## src/rtl/hex_display_arbiter.sv

```systemverilog
// Round-robin arbiter sharing a two-digit seven-segment display among NREQ BCD sources.
// Optional macro HEX_ARB_DP_SRC_EN: decimal points show the low two bits of the grant index.

module hex_arb_seg_dec (
  input  logic [3:0] nib_i,
  output logic [6:0] seg_o
);
  // Active-low g..a; nibbles above 9 fall back to the "0" pattern.
  always_comb begin
    case (nib_i)
      4'd0:    seg_o = 7'h40;
      4'd1:    seg_o = 7'h79;
      4'd2:    seg_o = 7'h24;
      4'd3:    seg_o = 7'h30;
      4'd4:    seg_o = 7'h19;
      4'd5:    seg_o = 7'h12;
      4'd6:    seg_o = 7'h02;
      4'd7:    seg_o = 7'h78;
      4'd8:    seg_o = 7'h00;
      4'd9:    seg_o = 7'h10;
      default: seg_o = 7'h40;
    endcase
  end
endmodule

module hex_display_arbiter #(
  parameter int NREQ  = 4,
  parameter int DWELL = 50_000_000
) (
  input  logic              clk_i,
  input  logic              rst_i,
  input  logic [NREQ-1:0]   req_i,
  input  logic [8*NREQ-1:0] bcd_in_i,
  output logic [NREQ-1:0]   gnt_o,
  output logic              busy_o,
  output logic [7:0]        hex0_o,
  output logic [7:0]        hex1_o
);
  localparam int          CW      = $clog2(DWELL+1);
  localparam logic [2:0]  PTR_RST = 3'(NREQ-1);

  typedef enum logic {IDLE, HOLD} state_t;
  typedef struct packed {
    logic       found;
    logic [2:0] idx;
  } pick_t;

  // First requester strictly after base, wrapping, with base itself checked last.
  function automatic pick_t rr_pick(input logic [NREQ-1:0] req, input logic [2:0] base);
    pick_t p;
    int    j;
    p = '0;
    for (int k = NREQ; k >= 1; k--) begin
      j = int'(base) + k;
      if (j >= NREQ) j = j - NREQ;
      if (req[j]) begin
        p.found = 1'b1;
        p.idx   = 3'(j);
      end
    end
    return p;
  endfunction

  function automatic logic [NREQ-1:0] onehot(input logic [2:0] idx);
    logic [NREQ-1:0] oh;
    oh = '0;
    for (int i = 0; i < NREQ; i++)
      if (idx == 3'(i)) oh[i] = 1'b1;
    return oh;
  endfunction

  state_t          state_q;
  logic [2:0]      g_q;        // current grant and round-robin pointer in one
  logic [CW-1:0]   cnt_q;
  logic [NREQ-1:0] gnt_q;
  logic            busy_q;
  logic [7:0]      hex0_q, hex1_q;

  pick_t           pk;
  logic            cur_req, rel, arb;
  logic [2:0]      g_d;
  logic [7:0]      bcd_sel;
  logic [1:0][6:0] seg_d;
  logic [1:0]      dp_d;

  always_comb begin
    pk      = rr_pick(req_i, g_q);
    cur_req = |(req_i & gnt_q);
    rel     = (state_q == HOLD) && ((cnt_q == '0) || !cur_req);
    arb     = (state_q == IDLE) || rel;
    g_d     = (arb && pk.found) ? pk.idx : g_q;
    bcd_sel = '0;
    for (int i = 0; i < NREQ; i++)
      if (g_d == 3'(i)) bcd_sel = bcd_in_i[8*i +: 8];
`ifdef HEX_ARB_DP_SRC_EN
    dp_d = ~g_d[1:0];
`else
    dp_d = 2'b11;
`endif
  end

  // Index 1 decodes the tens nibble, index 0 the ones nibble.
  hex_arb_seg_dec u_dec [1:0] (
    .nib_i (bcd_sel),
    .seg_o (seg_d)
  );

  always_ff @(posedge clk_i) begin
    if (rst_i) begin
      state_q <= IDLE;
      g_q     <= PTR_RST;
      cnt_q   <= '0;
      gnt_q   <= '0;
      busy_q  <= 1'b0;
      hex0_q  <= 8'hFF;
      hex1_q  <= 8'hFF;
    end else begin
      case (state_q)
        IDLE: begin
          if (pk.found) begin
            state_q <= HOLD;
            g_q     <= pk.idx;
            cnt_q   <= CW'(DWELL-1);
            gnt_q   <= onehot(pk.idx);
            busy_q  <= 1'b1;
            hex0_q  <= {dp_d[0], seg_d[0]};
            hex1_q  <= {dp_d[1], seg_d[1]};
          end
        end
        HOLD: begin
          if (rel && !pk.found) begin
            state_q <= IDLE;
            gnt_q   <= '0;
            busy_q  <= 1'b0;
            hex0_q  <= 8'hFF;
            hex1_q  <= 8'hFF;
          end else begin
            if (rel) begin
              g_q   <= pk.idx;
              cnt_q <= CW'(DWELL-1);
              gnt_q <= onehot(pk.idx);
            end else if (cnt_q != '0) begin
              cnt_q <= cnt_q - CW'(1);
            end
            hex0_q <= {dp_d[0], seg_d[0]};
            hex1_q <= {dp_d[1], seg_d[1]};
          end
        end
        default: state_q <= IDLE;
      endcase
    end
  end

  assign gnt_o  = gnt_q;
  assign busy_o = busy_q;
  assign hex0_o = hex0_q;
  assign hex1_o = hex1_q;
endmodule
```

## config.mk

```make
export PLATFORM = sky130hd
export DESIGN_NAME = hex_display_arbiter
export DESIGN_NICKNAME = d
export VERILOG_FILES = /design/src/rtl/hex_display_arbiter.sv
export SDC_FILE = /design/constraint.sdc
export NUM_CORES = 1
export LEC_CHECK = 0
export CAP_MARGIN = 20
export CELL_PAD_IN_SITES_DETAIL_PLACEMENT = 2
export CELL_PAD_IN_SITES_GLOBAL_PLACEMENT = 2
export CORE_MARGIN = 1.5
export CORE_UTILIZATION = 28
export DETAILED_ROUTE_END_ITERATION = 16
export PLACE_DENSITY = 0.84
export SLEW_MARGIN = 10
export SYNTH_ARGS = -nofsm -noshare
export SYNTH_HDL_FRONTEND = slang
export SYNTH_HIERARCHICAL = 1
export SYNTH_SLANG_ARGS = --single-unit
```

## constraint.sdc

```tcl
create_clock -name clk_i -period 4.1 [get_ports clk_i]
set_clock_uncertainty 0.15 [all_clocks]
set_input_delay 0.82 -clock clk_i [delete_from_list [all_inputs] [get_ports clk_i]]
set_output_delay 0.82 -clock clk_i [all_outputs]
set_load 0.005 [all_outputs]
```

**Word level (Yosys, flattened, before mapping)**

Memory sizes are Yosys's and may differ from the RTL's.
Cells that the tools add are included.

- Reductions and logical operators: 16
- Bitwise operators: 2
- Muxes and demuxes: 54
- Order comparisons: 8
- $add $sub $neg: 9
- Eq/ne operators: 12

Operators with widths:

| operator | number |
|---|---|
| 32-bit by 4-bit less-than comparator with 1-bit output, second input constant | 4 |
| 32-bit 2-to-1 mux | 4 |
| 26-bit 2-to-1 mux | 4 |
| 26-bit case mux with 2 select lines | 1 |
| 8-bit 2-to-1 mux | 6 |
| 8-bit case mux with 2 select lines | 2 |
| 4-bit 2-to-1 mux | 7 |
| 26-bit zero test | 1 |
| 26-bit nonzero test | 1 |
| 26-bit by 1-bit subtractor with 26-bit output, second input constant | 1 |
| 4-bit by 3-bit subtractor with 5-bit output, second input constant | 4 |
| 4-bit by 3-bit >= comparator with 1-bit output, second input constant | 4 |
| 1-bit 2-to-1 mux | 16 |
| 7-bit 2-to-1 mux | 2 |
| 3-bit by 2-bit equality test with 1-bit output, second input constant | 4 |
| 3-bit 2-to-1 mux | 4 |
| 3-bit by 2-bit adder with 4-bit output, second input constant | 2 |
| 1-bit binary-select mux with 2-bit select | 4 |
| 4-bit case mux with 2 select lines | 1 |
| 3-bit by 1-bit equality test with 1-bit output, second input constant | 2 |
| 3-bit zero test | 2 |
| 3-bit by 1-bit != test with 1-bit output, second input constant | 2 |
| 3-bit case mux with 2 select lines | 1 |
| 3-bit AND reduction | 2 |
| 12 further kinds | 20 |

- Word-level logic and storage cells: 110
- Memory bits (read-only): 224
- Memories: 2
- Flip-flop bits (word level): 51
- Bits of input ports: 38
- Output and inout port bits: 21

Memories:

| name | depth | bits a word | rd ports | clocked after memory_dff | write ports | RTL line | RTL |
|---|---|---|---|---|---|---|---|
| (name not given) | 16 | 7 | 1 | 0 | 0 | 10 | `case (nib_i)` |
| (name not given) | 16 | 7 | 1 | 0 | 0 | 10 |  |

**Longest topological paths before layout**

Gate-level depths: netlist (run 1).
An unclocked memory read counts as a cell.

- Depth in word-level cells: 20
- Gate-level depth with buffers: 19
- Gate-level depth less buffers: 16

**Hierarchy**

Netlist (run 1), hierarchy kept.

By module, submodules not included:

| module | cells an instance | area each (µm²) | times used | sequential area each (µm²) |
|---|---|---|---|---|
| hex_display_arbiter | 356 | 2899.0 | 1 | 980.9 |
| hex_arb_seg_dec at u_dec[0] | 24 | 183.9 | 1 | 0.0 |
| hex_arb_seg_dec at u_dec[1] | 25 | 183.9 | 1 | 0.0 |

**Least setup slack after synthesis (run 1)**

No wires, ideal clock.

- Path type: input-to-reg
- From: input port req_i[0]
- To: register hex1_q[3], in the netlist hex1_o[3]
- Stages on the path: 15
- Data required time: 3880 ps
- Path slack: -60 ps
- Path buffers: 2
- Setup time: 70 ps
- Data arrival time: 3940 ps
- Cells stage by stage: clkbuf_1 > mux4_2 > nor2_1 > nor4_1 > or4_1 > buf_2 > o32ai_4 > a22o_1 > a22o_1 > inv_1 > ha_1 > or2b_1 > a21oi_1 > nor2_1 > o21bai_1

RTL lines:

| item | RTL line | RTL |
|---|---|---|
| start: declaration | 32 | `input logic [NREQ-1:0] req_i,` |
| end signal: assignment | 127 | `hex1_q <= {dp_d[1], seg_d[1]};` |
| end signal: assignment | 146 | `hex1_q <= {dp_d[1], seg_d[1]};` |
| end: declaration | 77 | `logic [7:0] hex0_q, hex1_q;` |

==> metrics, run 1 <==
status=finished, violations left; failing checks=negative setup slack; Die Area=12,300 um^2; CP peak stage delay=0.50 ns; Non-Filler Instances=642; worst skew pair latency=0.29 ns; top cell family by delay on the critical path=compound AO/OA/AOI/OAI gates; Yosys warnings=6; #FFs+latches synth=49; worst-path maximum fanout=7; synth-to-layout area growth=43.0%; Root Driver=clkbuf_16; Post-Synthesis Cells=405; starting density of the core=0.286; f_max=243 MHz; register area=986 um^2; nets=548; Synth top area share=0.300; crit path DAT=4.20 ns; total power=4.60 mW; Worst path most repeated cell=a22o_1; core area=11,400 um^2; CP Data Required Time=4.18 ns; post-synthesis sequential area ratio=0.300; Worst-path clk slew=0.06 ns; Pleak=1.82 nW; I/O pin cnt=59; Die Span Y=111 um; FILL cells=1,275; diode count=0; GR Util met1=0.224; worst-margin pin slew=0.820 ns; largest net degree at the start of global routing=50; GR peak layer=met2; hold wc startpoint=cnt_q[15]$_SDFFE_PP0P_; crit path time final=4.12 ns; area of the multi-input gates=2230 um^2; Relative slew margins=0.448; synth top area cells=dfxtp_1 30%, nor2_1 6.7%, a21oi_1 5.2%; Worst Path Class, Setup=in2reg; vias in the first global route=3,970; initial DRC count=187; All-Layer GR Usage=0.207; Post-synth top flop=dfxtp_1; Post-synth EDFFs=0; IO Port Bufs=56; FF-to-FF setup slack=0.01 ns; ANT nets after route=0; H-tree lvl count=2; crit path cell chain=dlygate4sd2_1, mux4_2, buf_4, o21a_1, nor4_1, or4_4, o32ai_4, buf_12, a22o_1, a22o_1, inv_1, ha_1, mux2i_1, o22ai_1, nor2_1, o21bai_1; max-slew violations=0; via count=3,571; setup ws final=-0.0233 ns; Hold Path Class=reg2reg; Placed Cells incl. Taps=627; Worst Setup SP=req_i[3]; CTS tree=yes; share of cells above drive strength 1=0.238; grt total ovfl=0; First-pass DRT Iterations=4; M3 GR Usage=0.0306; ys async rst share=0; CP max stage cell=mux4_2; first-pass GRT wire length=20,700 um; CTS buffer count=5; GPL Wtd Cong=0.835; grt met2 use=0.405; DR vias/cell=5.56; synth unique cells=61; Post-Route WL=14,000 um; Worst Path Buf+Inv=4; VDD IR max=0.687 mV; Longest Clk Path Bufs=2; DRC viols=0; WL/cell=21.8 um; synthesized area per cell=8.07 um^2; worst r2r src=cnt_q[0]$_SDFFE_PP0P_; Die Wd=111 um; synthesized area=3270 um^2; RSZ-0062 raised after global routing=yes; Final Cycle Share=1.01; fin util=0.409; Setup crit end kind=flop; initial antenna violation count=0; max-cap violation count=0; Post-DP HPWL=9570 um; Fin. Hold Viols=0; Synth area leader=dfxtp_1; CTS sink cnt=49; count of final setup violators=1; CP startpoint kind=input port; standard-cell rows=39; Pwr per Cell Area=985 nW/um^2
## worst register-to-register path, stage by stage, from the launching register on
cell      delay, ns
dfxtp_1        0.31
inv_1          0.11
ha_4           0.17
or3b_4         0.41
nor4_4         0.39
buf_4          0.18
buf_4          0.11
a41o_1         0.21
buf_4          0.17
a211o_4        0.17
o32ai_4        0.11
buf_6          0.14
a22o_1         0.23
a22o_1         0.20
inv_1          0.15
ha_1           0.21
mux2i_1        0.09
o22ai_1        0.28
nor2_1         0.10
o21bai_1       0.13
## per-layer routing
| layer | vias up | routed length, um |
|---|---|---|
| li1 | 1668 | - |
| met1 | 1781 | 5510 |
| met2 | 83 | 7620 |
| met3 | 39 | 341 |
| met4 | 0 | 539 |
| met5 | - | 0 |
## repair_timing
action | in CTS | in global routing
setup buffers | 3 | 6
pin swaps | 6 | 16
gates resized for setup | 15 | 32
setup endpoints to repair | 14 | 12
hold buffers | 0 | 0
## cell usage after synthesis, drive strengths merged (2+ instances only)
cell,number
nor3b,3
nand2b,5
mux2i,8
or3,5
o32ai,3
clkbuf,23
or2,2
nand3b,10
a211oi,5
mux2,4
nor2b,2
mux4,3
a22o,18
nand2,22
a311oi,5
o22ai,2
nor4,10
ha,11
a21oi,35
a22oi,3
nor2,59
nand3,5
dfxtp,49
nor3,24
inv,10
nand4,2
or4,5
xnor2,4
a211o,4
o21ai,22
buf,12
o21bai,14
## cell usage in the layout (no fill, tap or decap), types with 7 or more instances in the layout
cell	n
dfxtp_1	47
inv_1	7
a21oi_1	32
nor3_1	23
buf_4	57
o21ai_0	19
nand2_1	21
clkdlybuf4s50_1	52
o21bai_1	14
nand3b_1	10
nor4_1	8
a22o_1	17
nor2_1	56
## through the flow
step	hold WS (ns)	area [um^2]	setup WS, ns	TNS [ns]
2_1_floorplan	0.279	3290	0.00239	0
3_3_place_gp	0.307	4320	-0.362	-3.70
3_5_place_dp	0.309	4320	-0.560	-6.22
4_1_cts	0.317	4520	-0.0139	-0.0203
5_1_grt	0.336	4670	-0.146	-0.784
6_report	0.317	4670	-0.0233	-0.0233
## final cells by class
cell class / instances / share of cell area
clock buffer: 7 / 0.0305
inverter: 10 / 0.00804
multi-input combinational: 312 / 0.477
sequential: 49 / 0.211
tap: 143 / 0.0383
timing repair buffer: 121 / 0.235
## state kept, by name, summed over array words and instances, names as in the netlist
register,cells
busy_o,1
cnt_q,26
g_q,3
gnt_o,4
hex0_o,7
hex1_o,7
state_q,1
## cells by family after synthesis
kind of cell | after synthesis | share of synthesized area
AND/OR/NAND/NOR | 157 | 0.250
AO/OA/AOI/OAI | 122 | 0.268
flip-flops | 49 | 0.300
buffers and inverters | 45 | 0.0659
multiplexers | 15 | 0.0590
adder cells (fa/ha/maj) | 11 | 0.0421
XOR/XNOR | 5 | 0.0134
other | 1 | 0.00115
## final timing paths
kind | end | cells after the start
setup / recovery | hex0_o[4]$_SDFFE_PP1N_ | 16
hold / removal | cnt_q[15]$_SDFFE_PP0P_ | 1
setup reg to reg | hex0_o[4]$_SDFFE_PP1N_ | 19
hold reg to reg | cnt_q[15]$_SDFFE_PP0P_ | 1
## where the power goes
| group | total [mW] | switching (mW) | internal, mW | leakage [nW] |
|---|---|---|---|---|
| Combinational | 3.46 | 1.73 | 1.74 | 1.34 |
| Sequential | 0.721 | 0.114 | 0.607 | 0.409 |
| Clock | 0.417 | 0.177 | 0.240 | 0.0700 |
| Total | 4.60 | 2.02 | 2.59 | 1.82 |
Power figures use the tool's default switching activity.
==> run 2: changes to the inputs <==
- CAP_MARGIN: 20 -> 10
==> results of run 2 <==
The final DEF is identical to that of run 1; final timing and power are the same.
==> run 3: changes to the inputs <==
- CAP_MARGIN: 10 -> unset
==> results of run 3 <==
The final DEF is identical to that of run 1; final timing and power are the same.
